$ cat src/rtl/mem_access_pkg.sv
// Shared encodings and lane helpers for the load/store unit: size codes, FSM states,
// byte-enable generation and store-data lane replication.
package mem_access_pkg;

    localparam logic [1:0] SZ_BYTE = 2'b00;
    localparam logic [1:0] SZ_HALF = 2'b01;
    localparam logic [1:0] SZ_WORD = 2'b10;

    localparam logic [1:0] ST_IDLE  = 2'b00;
    localparam logic [1:0] ST_ISSUE = 2'b01;
    localparam logic [1:0] ST_RESP  = 2'b10;

    typedef enum logic [1:0] {
        IDLE  = ST_IDLE,
        ISSUE = ST_ISSUE,
        RESP  = ST_RESP
    } state_e;

    // Physical byte position inside the word (0 = bits 7:0) for a byte address offset.
    function automatic logic [1:0] byte_lane(input logic [1:0] addr_lo, input logic big_endian);
        byte_lane = big_endian ? (2'd3 - addr_lo) : addr_lo;
    endfunction

    function automatic logic [3:0] be_gen(input logic [1:0] size, input logic [1:0] addr_lo,
                                          input logic big_endian);
        logic [1:0] lane;
        lane = byte_lane(addr_lo, big_endian);
        case (size)
            SZ_BYTE: be_gen = 4'b0001 << lane;
            SZ_HALF: be_gen = lane[1] ? 4'b1100 : 4'b0011;
            default: be_gen = 4'b1111;
        endcase
    endfunction

    function automatic logic [31:0] wdata_rep(input logic [1:0] size, input logic [31:0] wdata);
        case (size)
            SZ_BYTE: wdata_rep = {4{wdata[7:0]}};
            SZ_HALF: wdata_rep = {2{wdata[15:0]}};
            default: wdata_rep = wdata;
        endcase
    endfunction

endpackage

$ cat src/rtl/mem_access_unit_load_ext.sv
// Combinational load path: picks the addressed byte/half out of the memory word and
// sign- or zero-extends it to 32 bits; words pass through.
module load_ext
    import mem_access_pkg::*;
#(
    parameter int BIG_ENDIAN = 1
) (
    input  logic [31:0] i_mem_rdata,
    input  logic [1:0]  i_size,
    input  logic [1:0]  i_addr_lo,
    input  logic        i_unsigned,
    output logic [31:0] o_data
);

    localparam logic BE_MODE = (BIG_ENDIAN != 0);

    logic [1:0]  w_lane;
    logic [7:0]  w_byte;
    logic [15:0] w_half;

    // Lane select followed by extension from the lane msb.
    always_comb begin
        w_lane = byte_lane(i_addr_lo, BE_MODE);
        w_byte = i_mem_rdata[{w_lane, 3'b000} +: 8];
        w_half = w_lane[1] ? i_mem_rdata[31:16] : i_mem_rdata[15:0];
        o_data = i_mem_rdata;
        case (i_size)
            SZ_BYTE: o_data = {{24{~i_unsigned & w_byte[7]}}, w_byte};
            SZ_HALF: o_data = {{16{~i_unsigned & w_half[15]}}, w_half};
            default: o_data = i_mem_rdata;
        endcase
    end

endmodule

$ cat src/rtl/mem_access_unit.sv
// Load/store unit: core valid/ready request, registered memory req/ack with timeout.
// Optional misalignment trap (rsp_misalign port) under MEM_ACCESS_UNIT_MISALIGN_TRAP_EN.
module mem_access_unit
    import mem_access_pkg::*;
#(
    parameter int BIG_ENDIAN     = 1,
    parameter int TIMEOUT_CYCLES = 16
) (
    input  logic        i_clk,
    input  logic        i_rst,
    input  logic        i_req_valid,
    output logic        o_req_ready,
    input  logic        i_req_we,
    input  logic [1:0]  i_req_size,
    input  logic        i_req_unsigned,
    input  logic [31:0] i_req_addr,
    input  logic [31:0] i_req_wdata,
    output logic        o_rsp_valid,
    output logic [31:0] o_rsp_rdata,
    output logic        o_rsp_err,
`ifdef MEM_ACCESS_UNIT_MISALIGN_TRAP_EN
    output logic        o_rsp_misalign,
`endif
    output logic        o_busy,
    output logic        o_mem_req,
    output logic        o_mem_we,
    output logic [31:0] o_mem_addr,
    output logic [3:0]  o_mem_be,
    output logic [31:0] o_mem_wdata,
    input  logic        i_mem_ack,
    input  logic [31:0] i_mem_rdata
);

    localparam int CW = (TIMEOUT_CYCLES > 1) ? $clog2(TIMEOUT_CYCLES) : 1;
    localparam logic [CW-1:0] CNT_LAST = (TIMEOUT_CYCLES > 0) ? CW'(TIMEOUT_CYCLES - 1) : '0;
    localparam logic BE_MODE = (BIG_ENDIAN != 0);

    state_e        r_state;
    logic [1:0]    r_size;
    logic          r_unsigned;
    logic [1:0]    r_addr_lo;
    logic [CW-1:0] r_cnt;
    logic          r_mem_req;
    logic          r_mem_we;
    logic [31:0]   r_mem_addr;
    logic [3:0]    r_mem_be;
    logic [31:0]   r_mem_wdata;
    logic          r_rsp_valid;
    logic          r_rsp_err;
    logic [31:0]   r_rsp_rdata;
    logic          w_misalign;
    logic          w_timeout;
    logic [31:0]   w_ext;

    load_ext #(.BIG_ENDIAN(BIG_ENDIAN)) u_load_ext (
        .i_mem_rdata (i_mem_rdata),
        .i_size      (r_size),
        .i_addr_lo   (r_addr_lo),
        .i_unsigned  (r_unsigned),
        .o_data      (w_ext)
    );

    // Final ISSUE cycle without ack; an ack in the same cycle takes priority.
    assign w_timeout = (TIMEOUT_CYCLES > 0) && (r_cnt == CNT_LAST);

    // Misalignment decode of the incoming request (reserved size behaves as word).
    always_comb begin
`ifdef MEM_ACCESS_UNIT_MISALIGN_TRAP_EN
        w_misalign = 1'b0;
        case (i_req_size)
            SZ_BYTE: w_misalign = 1'b0;
            SZ_HALF: w_misalign = i_req_addr[0];
            default: w_misalign = (i_req_addr[1:0] != 2'b00);
        endcase
`else
        w_misalign = 1'b0;
`endif
    end

    // Request capture, memory handshake, timeout and response generation.
    always_ff @(posedge i_clk) begin
        if (i_rst) begin
            r_state     <= IDLE;
            r_size      <= 2'b00;
            r_unsigned  <= 1'b0;
            r_addr_lo   <= 2'b00;
            r_cnt       <= '0;
            r_mem_req   <= 1'b0;
            r_mem_we    <= 1'b0;
            r_mem_addr  <= 32'h0000_0000;
            r_mem_be    <= 4'b0000;
            r_mem_wdata <= 32'h0000_0000;
            r_rsp_valid <= 1'b0;
            r_rsp_err   <= 1'b0;
            r_rsp_rdata <= 32'h0000_0000;
        end else begin
            case (r_state)
                IDLE: begin
                    if (i_req_valid) begin
                        r_size      <= i_req_size;
                        r_unsigned  <= i_req_unsigned;
                        r_addr_lo   <= i_req_addr[1:0];
                        r_cnt       <= '0;
                        r_mem_we    <= i_req_we;
                        r_mem_addr  <= {i_req_addr[31:2], 2'b00};
                        r_mem_be    <= i_req_we ? be_gen(i_req_size, i_req_addr[1:0], BE_MODE) : 4'b1111;
                        r_mem_wdata <= i_req_we ? wdata_rep(i_req_size, i_req_wdata) : 32'h0000_0000;
                        if (w_misalign) begin
                            r_state     <= RESP;
                            r_rsp_valid <= 1'b1;
                            r_rsp_err   <= 1'b1;
                            r_rsp_rdata <= 32'h0000_0000;
                        end else begin
                            r_state   <= ISSUE;
                            r_mem_req <= 1'b1;
                        end
                    end
                end
                ISSUE: begin
                    if (i_mem_ack) begin
                        r_state     <= RESP;
                        r_mem_req   <= 1'b0;
                        r_rsp_valid <= 1'b1;
                        r_rsp_err   <= 1'b0;
                        r_rsp_rdata <= r_mem_we ? 32'h0000_0000 : w_ext;
                    end else if (w_timeout) begin
                        r_state     <= RESP;
                        r_mem_req   <= 1'b0;
                        r_rsp_valid <= 1'b1;
                        r_rsp_err   <= 1'b1;
                        r_rsp_rdata <= 32'h0000_0000;
                    end else begin
                        r_cnt <= r_cnt + CW'(1);
                    end
                end
                RESP: begin
                    r_state     <= IDLE;
                    r_rsp_valid <= 1'b0;
                end
                default: begin
                    r_state     <= IDLE;
                    r_mem_req   <= 1'b0;
                    r_rsp_valid <= 1'b0;
                end
            endcase
        end
    end

`ifdef MEM_ACCESS_UNIT_MISALIGN_TRAP_EN
    logic r_rsp_misalign;

    // Misalign flag follows the response it belongs to and holds until the next one.
    always_ff @(posedge i_clk) begin
        if (i_rst) begin
            r_rsp_misalign <= 1'b0;
        end else if ((r_state == IDLE) && i_req_valid && w_misalign) begin
            r_rsp_misalign <= 1'b1;
        end else if ((r_state == ISSUE) && (i_mem_ack || w_timeout)) begin
            r_rsp_misalign <= 1'b0;
        end else begin
            r_rsp_misalign <= r_rsp_misalign;
        end
    end

    assign o_rsp_misalign = r_rsp_misalign;
`endif

    assign o_req_ready = (r_state == IDLE);
    assign o_busy      = (r_state != IDLE);
    assign o_mem_req   = r_mem_req;
    assign o_mem_we    = r_mem_we;
    assign o_mem_addr  = r_mem_addr;
    assign o_mem_be    = r_mem_be;
    assign o_mem_wdata = r_mem_wdata;
    assign o_rsp_valid = r_rsp_valid;
    assign o_rsp_rdata = r_rsp_rdata;
    assign o_rsp_err   = r_rsp_err;

endmodule

$ cat config.mk
export PLATFORM = sky130hd
export DESIGN_NAME = mem_access_unit
export DESIGN_NICKNAME = d
export VERILOG_FILES = /design/src/rtl/mem_access_pkg.sv /design/src/rtl/mem_access_unit_load_ext.sv /design/src/rtl/mem_access_unit.sv
export SDC_FILE = /design/constraint.sdc
export NUM_CORES = 1
export LEC_CHECK = 0
export CAP_MARGIN = 0
export CORE_UTILIZATION = 46
export CTS_CLUSTER_SIZE = 12
export DETAILED_ROUTE_END_ITERATION = 10
export PLACE_DENSITY_LB_ADDON = 0.12
export SYNTH_ARGS = -nofsm -noshare
export SYNTH_HDL_FRONTEND = slang
export SYNTH_HIERARCHICAL = 1
export SYNTH_SLANG_ARGS = --single-unit
export TNS_END_PERCENT = 1
$ cat constraint.sdc
create_clock -name i_clk -period 4.9 [get_ports i_clk]
set_input_delay 0.98 -clock i_clk [delete_from_list [all_inputs] [get_ports i_clk]]
set_output_delay 0.98 -clock i_clk [all_outputs]
set_load 0.01 [all_outputs]
* Word level (Yosys, flattened, before mapping)
Cells that the tools add are included.
Word-level totals: word-level logic and storage cells 70, output and inout bits 106, bits of input ports 104, bits in registers 113
Cells by class: equality and inequality tests 9, mux-type cells 26, bitwise operators 5, add/sub/neg operators 3, reduce and logical (&&, ||, !) cells 12, shift-type cells 2
Operator list (number):
- two-way mux 32 bit | 4
- one-hot mux 32 bit (2 select lines) | 2
- indexed part select 32 x 6 -> 8 bit | 1
- two-way mux 4 bit | 5
- two-way mux 16 bit | 1
- one-hot mux 4 bit (2 select lines) | 2
- AND reduction 2 bit | 4
- == test 2 x 1 -> 1 bit (second input constant) | 3
- zero test 2 bit | 3
- two-way mux 1 bit | 6
- two-way mux 2 bit | 3
- inequality test 2 bit (second input constant) | 3
- nonzero test 2 bit | 3
- adder 4 x 1 -> 4 bit (second input constant) | 1
- == test 4 bit (second input constant) | 1
- one-hot mux 2 bit (2 select lines) | 1
- AND reduction 4 bit | 1
- << shifter 1 x 2 -> 4 bit (first input constant) | 1
- subtractor 2 bit (first input constant) | 2
- inequality test 3 bit (second input constant) | 1
- inverter 1 bit | 3
- one-hot mux 1 bit (3 select lines) | 1
- AND reduction 3 bit | 1
- AND 1 bit | 2
- other kinds (2) | 2

* Depth between registers and ports, before layout
Gate-level depths: netlist of run 1.
depth in word-level cells 6, mapped depth 7, mapped depth without buffers 5

* Hierarchy
The synthesis of run 1 kept the hierarchy.
By module, submodules not included:
- mem_access_unit | seq. area each 2262.2 um^2, instances 1, area an instance 4285.4 um^2, cells each 482
- load_ext | seq. area each 0.0 um^2, instances 1, area an instance 704.4 um^2, cells each 100

* Worst setup path after synthesis of run 1
Ideal clock, no wire load.
path kind input to register, start point in i_mem_rdata[7], end point reg r_rsp_rdata[10] (netlist: o_rsp_rdata[10]), required time 4.783 ns, arrival 2.011 ns, setup slack 2.772 ns, path buffers 0, cell stages on the path 4, library setup time 0.117 ns, path through mux4_2 nor4b_4 a221o_1 a22o_1
On the way: word-level cells in the longest chain between the ends 5
RTL lines:
- start: declaration | RTL line mem_access_unit.sv:31 | input logic [31:0] i_mem_rdata
- indexed part select 32 x 6 -> 8 bit | RTL line mem_access_unit_load_ext.sv:24 | w_byte = i_mem_rdata[{w_lane, 3'b000} +: 8];
- AND 1 bit | RTL line mem_access_unit_load_ext.sv:28 | SZ_BYTE: o_data = {{24{~i_unsigned & w_byte[7]}}, w_byte};
- one-hot mux 32 bit (2 select lines) | RTL line mem_access_unit_load_ext.sv:27 | case (i_size)
- net w_ext[10] | RTL line mem_access_unit.sv:53 | logic [31:0] w_ext;
- two-way mux 32 bit | RTL line mem_access_unit.sv:125 | r_rsp_rdata <= r_mem_we ? 32'h0000_0000 : w_ext;
- two-way mux 32 bit | RTL line mem_access_unit.sv:120 | if (i_mem_ack) begin
- end signal: assignment | RTL line mem_access_unit.sv:125
- end: declaration | RTL line mem_access_unit.sv:50 | logic [31:0] r_rsp_rdata;
The timed path passes the listed nets, and every way through them passes these cells. A chain may end at the register's enable or synchronous reset.

* Final worst setup path of run 1
start point in i_req_size[1], end point reg r_mem_wdata[8] (netlist: o_mem_wdata[8])
On the way: word-level cells in the longest chain between the ends 3, elaborated cells on any way between the ends 4, classes of those cells eq/ne (1); mux (2); reduce/logical (1)
RTL lines:
- start: declaration | RTL line mem_access_unit.sv:14 | input logic [1:0] i_req_size,
- == test 2 x 1 -> 1 bit / zero test 2 bit (equally long branches) | RTL line mem_access_pkg.sv:36 | case (size)
- one-hot mux 32 bit (2 select lines) (*) | RTL line mem_access_pkg.sv:36
- two-way mux 32 bit (*) | RTL line mem_access_unit.sv:107 | r_mem_wdata <= i_req_we ? wdata_rep(i_req_size, i_req_wdata) : 32'h0000_0000;
- end signal: assignment | RTL line mem_access_unit.sv:107
- end: declaration | RTL line mem_access_unit.sv:47 | logic [31:0] r_mem_wdata;
Mark *: on every way between the ends. The rest lies on a longest branch, timed or not.

==> results of run 1 <==
==> per-layer routing <==
metal,GRT usage,vias up
met3,0.0742,16
met2,0.430,185
li1,-,2408
met5,0,-
met1,0.316,2368
met4,0.0823,0
==> state kept, by name (all words and copies together) (netlist names) <==
name         count
o_mem_wdata     32
o_rsp_rdata     32
o_mem_addr      30
o_mem_be         4
r_cnt            4
r_addr_lo        2
r_size           2
r_state          2
o_mem_req        1
o_mem_we         1
o_rsp_err        1
o_rsp_valid      1
r_unsigned       1
==> worst max-delay path, delay by kind of cell <==
kind            cells  cell delay, ns
compound gates      3            0.78
buf+inv             1            1.31
==> Yosys cell counts, drive strengths merged <==
cell type	instances
a211o	17
a211oi	5
a21oi	76
a221o	8
a221oi	1
a22o	41
a2bb2oi	7
a31oi	1
and2b	1
and3	1
buf	33
clkbuf	19
conb	1
dfxtp	113
ha	1
inv	18
mux2	20
mux2i	7
mux4	1
nand2	124
nand2b	5
nand3	18
nand3b	1
nor2	14
nor2b	3
nor3	3
nor3b	2
nor4	1
nor4b	2
o21ai	27
o21bai	2
o22a	3
o22ai	4
o31ai	1
or2	1
==> per-stage QoR <==
step	hold slack, ns	instances	util
after global routing	0.470	911	0.731
after detailed placement	0.446	880	0.675
final	0.453	911	0.731
after CTS	0.455	911	0.731
after global placement	0.438	880	0.675
after floorplan	0.433	583	-
==> worst max path at each step <==
stage,to,slack [ns]
2_1_floorplan,o_rsp_rdata[10]$_SDFFE_PP0P_,2.77
3_3_place_gp,o_mem_wdata[16]$_SDFFE_PP0P_,1.92
3_5_place_dp,o_mem_wdata[8]$_SDFFE_PP0P_,1.80
4_1_cts,o_req_ready,2.20
5_1_grt,o_req_ready,2.13
6_report,o_mem_wdata[8]$_SDFFE_PP0P_,2.23
==> report_power, final <==
| part | switching (uW) | internal (uW) | total, uW |
|---|---|---|---|
| Clock | 402 | 795 | 1200 |
| Sequential | 35.1 | 969 | 1000 |
| Combinational | 213 | 245 | 458 |
==> cell type report <==
type	instances	area, um2	area share
multi-input combinational	400	2420	0.318
sequential	113	2260	0.297
timing repair buffer	213	2110	0.277
clock buffer	21	449	0.0590
tap	136	170	0.0223
clock inverter	10	135	0.0177
inverter	18	67.6	0.00887
==> logic make-up (layout without fill, tap and decap cells) <==
logic type	count (synthesis)	count (layout)
other	1	2
AND/OR/NAND/NOR	176	176
buffers and inverters	70	262
AO/OA/AOI/OAI	193	193
multiplexers	28	28
adder cells (fa/ha/maj)	1	1
flip-flops	113	113
==> flow_metrics.py, run 1 <==
metrics = {
    "hold_path": {
        "worstHoldStart": "o_mem_addr[10]$_SDFFE_PP0P_",
        "worstHoldPathType": "flop to flop",
        "hold_end": "o_mem_addr[10]$_SDFFE_PP0P_",
        "hold_depth": 2,
    },
    "grt": {
        "gr-usage-all-layers": 0.257,
        "grt_pass1_vias": 4732,
        "grt_overflow_total": 0,
        "grt_max_degree": 59,
        "antenna_found_initial": 0,
        "grt_pass1_wl_um": 23200,
    },
    "drt": {
        "dr_wl_met2_um": 7080,
        "drt_iter0_drc": 303,
        "vias": 4977,
        "via_per_inst": 5.46,
        "met1_length_um": 6140,
        "top_layer_used": "met4",
        "wirelength_um": 14500,
        "antenna_left": 0,
        "drc_errors": 0,
        "drt_first_pass_iters": 6,
        "avgRoutedWirePerCell_um": 15.9,
        "dr_wl_met3_um": 1130,
    },
    "floorplan": {
        "dieArea_mm2": 0.0113,
        "die_height_um": 106,
        "die_w_um": 106,
        "io_pins": 210,
        "initial_core_util": 0.479,
        "num_rows": 37,
        "core_area_mm2": 0.0104,
    },
    "yosys": {
        "syn_inst": 582,
        "syn_avg_cell_area_um2": 8.57,
        "netlist_area_mm2": 0.00499,
        "netlist_top_cells_area": "dfxtp_1 45%, nand2_1 9.3%, a21oi_1 7.5%, a22o_1 7.2%, mux2_2 4.5%",
        "synth_compound_area_frac": 0.260,
        "yosys.area_share.adder": 0.00251,
        "synth_top_family_by_area": "compound AO/OA/AOI/OAI gates",
        "ys_seq_area_frac": 0.453,
        "synth_mux_area_frac": 0.0637,
        "synthSimpleGateAreaFrac": 0.153,
        "ys_ff_latch": 113,
        "synth_largest_area_cell": "dfxtp_1",
        "yosysWarnings": 6,
        "synth.top_cell.area_share": 0.453,
        "synth_xor_area_frac": 0,
        "ys_types": 44,
    },
    "sta": {
        "setup_viol": 0,
        "maxSlewViolCount": 0,
        "hold_viol": 0,
        "slew-limit-headroom": 0.156,
        "rsz0062_at_grt": "no",
        "tns_ns": 0,
        "tightest_slew_ns": 1.26,
        "finalClockSkew_ns": 0.0105,
        "min_period_over_period": 0.545,
        "fin_crit_ns": 2.67,
        "clock.fmax_ghz": 0.374,
        "fin_ws_ns": 2.23,
    },
    "setup_path": {
        "reg2reg_depth": 4,
        "r2r_slack_ns": 2.55,
        "worstReg2RegStart": "r_addr_lo[1]$_SDFFE_PP0P_",
        "cp_max_fo": 34,
        "path_cells": "clkdlybuf4s50_1 > o21ai_0 > a211o_1 > a21oi_1",
        "critPathSlowestCell": "clkdlybuf4s50_1",
        "crit_start": "i_req_size[1]",
        "startpoint_type": "input pin",
        "cp-end-kind": "flop",
        "crit_type": "input pin to flop",
        "cpPeakStageDelay_ns": 1.31,
        "worstReg2RegEnd": "o_rsp_rdata[8]$_SDFFE_PP0P_",
        "cp.required_ns": 5.32,
        "worstPathArrival_ns": 3.09,
    },
    "pwr": {
        "powerDensity_mw_per_mm2": 349,
        "leakage_uw": 0.00285,
        "finalPower_uw": 2660,
        "ir_drop_mv": 0.185,
    },
    "placed_design": {
        "place_congestion": 0.885,
        "port_buffers": 207,
        "post_dp_cell_area_mm2": 0.00703,
        "detailed_place_hpwl_um": 10300,
        "pre_cts_slack_ns": 1.80,
    },
    "clocking": {
        "htree_num_levels": 4,
        "post_cts_buffers": 0,
        "cts_hold_buffers": 0,
        "insertion_delay_ns": 0.49,
        "clock-sinks": 113,
        "cts_tree": "yes",
        "numCtsBuffers": 17,
        "clk_pin_slew_ns": 0.05,
        "cts-root-buf": "clkbuf_8",
        "clockBufferDepth": 2,
        "ctsResizeCount": 0,
    },
    "final_layout": {
        "fin_nets": 868,
        "diodes": 0,
        "layout_common_cells": "206 x clkdlybuf4s50_1, 123 x nand2_1, 113 x dfxtp_1",
        "nFillCells": 805,
        "final_common_cell": "clkdlybuf4s50_1",
        "final_area_mm2": 0.00762,
        "area_delta_synth_final_pct": 52.7,
        "drive_gt1_frac": 0.0839,
    },
    "job": {
        "max_cap_violations": 0,
    },
    "outcome": {
        "status": "completed",
    },
}
Power figures use the tool's default switching activity.
==> run 2: changes to the inputs <==
CORE_UTILIZATION = 43   (was 46)
clock period = 2.6 ns   (was 4.9 ns; I/O delays follow)
==> run 2 against run 1 <==
Largest cell class unchanged. Non-clock buffer count rose by 7. Sequential cell count did not move. Clock power rose by 110%. Clock skew fell by 0.0052 ns. Critical path depth fell by 2. Worst setup slack got worse by 1.8 ns.
==> flow_metrics.py, run 2 (synthesis gave the netlist of run 1 again) <==
metrics = {
    "final_layout": {
        "layout_common_cells": "206 x clkdlybuf4s50_1, 123 x nand2_1, 113 x dfxtp_1",
        "seq_area_mm2": 0.00226,
        "fin_nets": 875,
        "drive_gt1_frac": 0.0958,
        "final_common_cell": "clkdlybuf4s50_1",
        "final_area_mm2": 0.00774,
        "area_delta_synth_final_pct": 55.1,
        "multi_input_area_mm2": 0.00242,
        "fin_cells": 923,
        "diodes": 0,
        "nFillCells": 870,
    },
    "clocking": {
        "clockBufferDepth": 2,
        "insertion_delay_ns": 0.41,
        "htree_num_levels": 4,
        "cts_hold_buffers": 0,
        "cts-root-buf": "clkbuf_16",
        "numCtsBuffers": 17,
        "post_cts_buffers": 0,
        "cts_tree": "yes",
        "clk_pin_slew_ns": 0.05,
        "ctsResizeCount": 0,
        "clock-sinks": 113,
    },
    "grt": {
        "grt_pass1_vias": 4876,
        "grt_pass1_wl_um": 23800,
        "grt_max_degree": 53,
        "gr-usage-all-layers": 0.258,
        "antenna_found_initial": 0,
        "grt_overflow_total": 0,
    },
    "sta": {
        "maxSlewViolCount": 0,
        "fin_crit_ns": 2.16,
        "finalClockSkew_ns": 0.00538,
        "hold_viol": 0,
        "tns_ns": 0,
        "setup_viol": 0,
        "clock.fmax_ghz": 0.463,
        "slew-limit-headroom": 0.577,
        "rsz0062_at_grt": "no",
        "min_period_over_period": 0.832,
        "fin_ws_ns": 0.438,
        "tightest_slew_ns": 0.634,
    },
    "setup_path": {
        "r2r_slack_ns": 0.67,
        "startpoint_type": "flop",
        "cp-end-kind": "output pin",
        "crit_type": "flop to output pin",
        "cp.required_ns": 2.08,
        "worstPathArrival_ns": 1.64,
        "cp_max_fo": 6,
    },
    "floorplan": {
        "die_w_um": 110,
        "die_height_um": 110,
        "core_area_mm2": 0.0111,
        "initial_core_util": 0.450,
        "io_pins": 210,
        "num_rows": 38,
        "dieArea_mm2": 0.0120,
    },
    "pwr": {
        "ir_drop_mv": 0.550,
        "powerDensity_mw_per_mm2": 677,
        "leakage_uw": 0.00292,
    },
    "drt": {
        "vias": 5041,
        "drt_first_pass_iters": 4,
        "drt_iter0_drc": 343,
        "drc_errors": 0,
        "avgRoutedWirePerCell_um": 16.6,
        "wirelength_um": 15300,
        "antenna_left": 0,
        "via_per_inst": 5.46,
    },
    "placed_design": {
        "detailed_place_hpwl_um": 10800,
        "post_dp_cell_area_mm2": 0.00710,
        "pre_cts_slack_ns": 0.308,
        "dp.cells": 891,
        "port_buffers": 207,
        "place_congestion": 0.916,
    },
    "outcome": {
        "status": "completed",
    },
    "hold_path": {
        "worstHoldPathType": "flop to flop",
    },
    "job": {
        "max_cap_violations": 0,
    },
}
run 2: cell type report:
type	instances	share of cell area
repair buffers	220	0.281
well taps	140	0.0226
flip-flops and latches	113	0.292
multi-input cells	400	0.313
clock inverters	15	0.0272
inverters	18	0.00873
clock buffers	17	0.0550
run 2: final timing paths:
kind              cells past startpoint                         from                           end
setup reg to reg                      5    r_addr_lo[1]$_SDFFE_PP0P_  o_rsp_rdata[16]$_SDFFE_PP0P_
hold reg to reg                       2  o_mem_addr[20]$_SDFFE_PP0P_   o_mem_addr[20]$_SDFFE_PP0P_
hold / removal                        2  o_mem_addr[20]$_SDFFE_PP0P_   o_mem_addr[20]$_SDFFE_PP0P_
setup / recovery                      2      r_state[1]$_SDFFE_PP0P_                   o_req_ready
run 2: per-layer routing:
layer / global-route usage / up-vias / part of all wire / wire length (um)
met5: 0 / - / 0 / 0
met4: 0.114 / 0 / 0.017 / 257
met3: 0.0925 / 21 / 0.093 / 1420
met2: 0.429 / 206 / 0.49 / 7460
met1: 0.298 / 2383 / 0.40 / 6170
li1: - / 2431 / - / -
run 2: metrics by stage:
step,total power (uW),utilization,hold slack [ns]
2_1_floorplan,2360,-,0.433
3_3_place_gp,2790,0.641,0.438
3_5_place_dp,2810,0.641,0.447
4_1_cts,5280,0.699,0.455
5_1_grt,5450,0.699,0.468
6_report,5240,0.699,0.453
run 2: where the power goes:
group	internal [uW]	leakage (uW)	total (uW)	switching [uW]
Combinational	472	0.00169	889	417
Clock	1610	0.000304	2460	850
Sequential	1830	0.000922	1890	64.9
Total	3910	0.00292	5240	1330
run 2: worst max-delay path, stage by stage (launching register included):
cell             delay [ns]
dfxtp_1                0.37
nor2_1                 0.26
clkdlybuf4s50_1        0.61
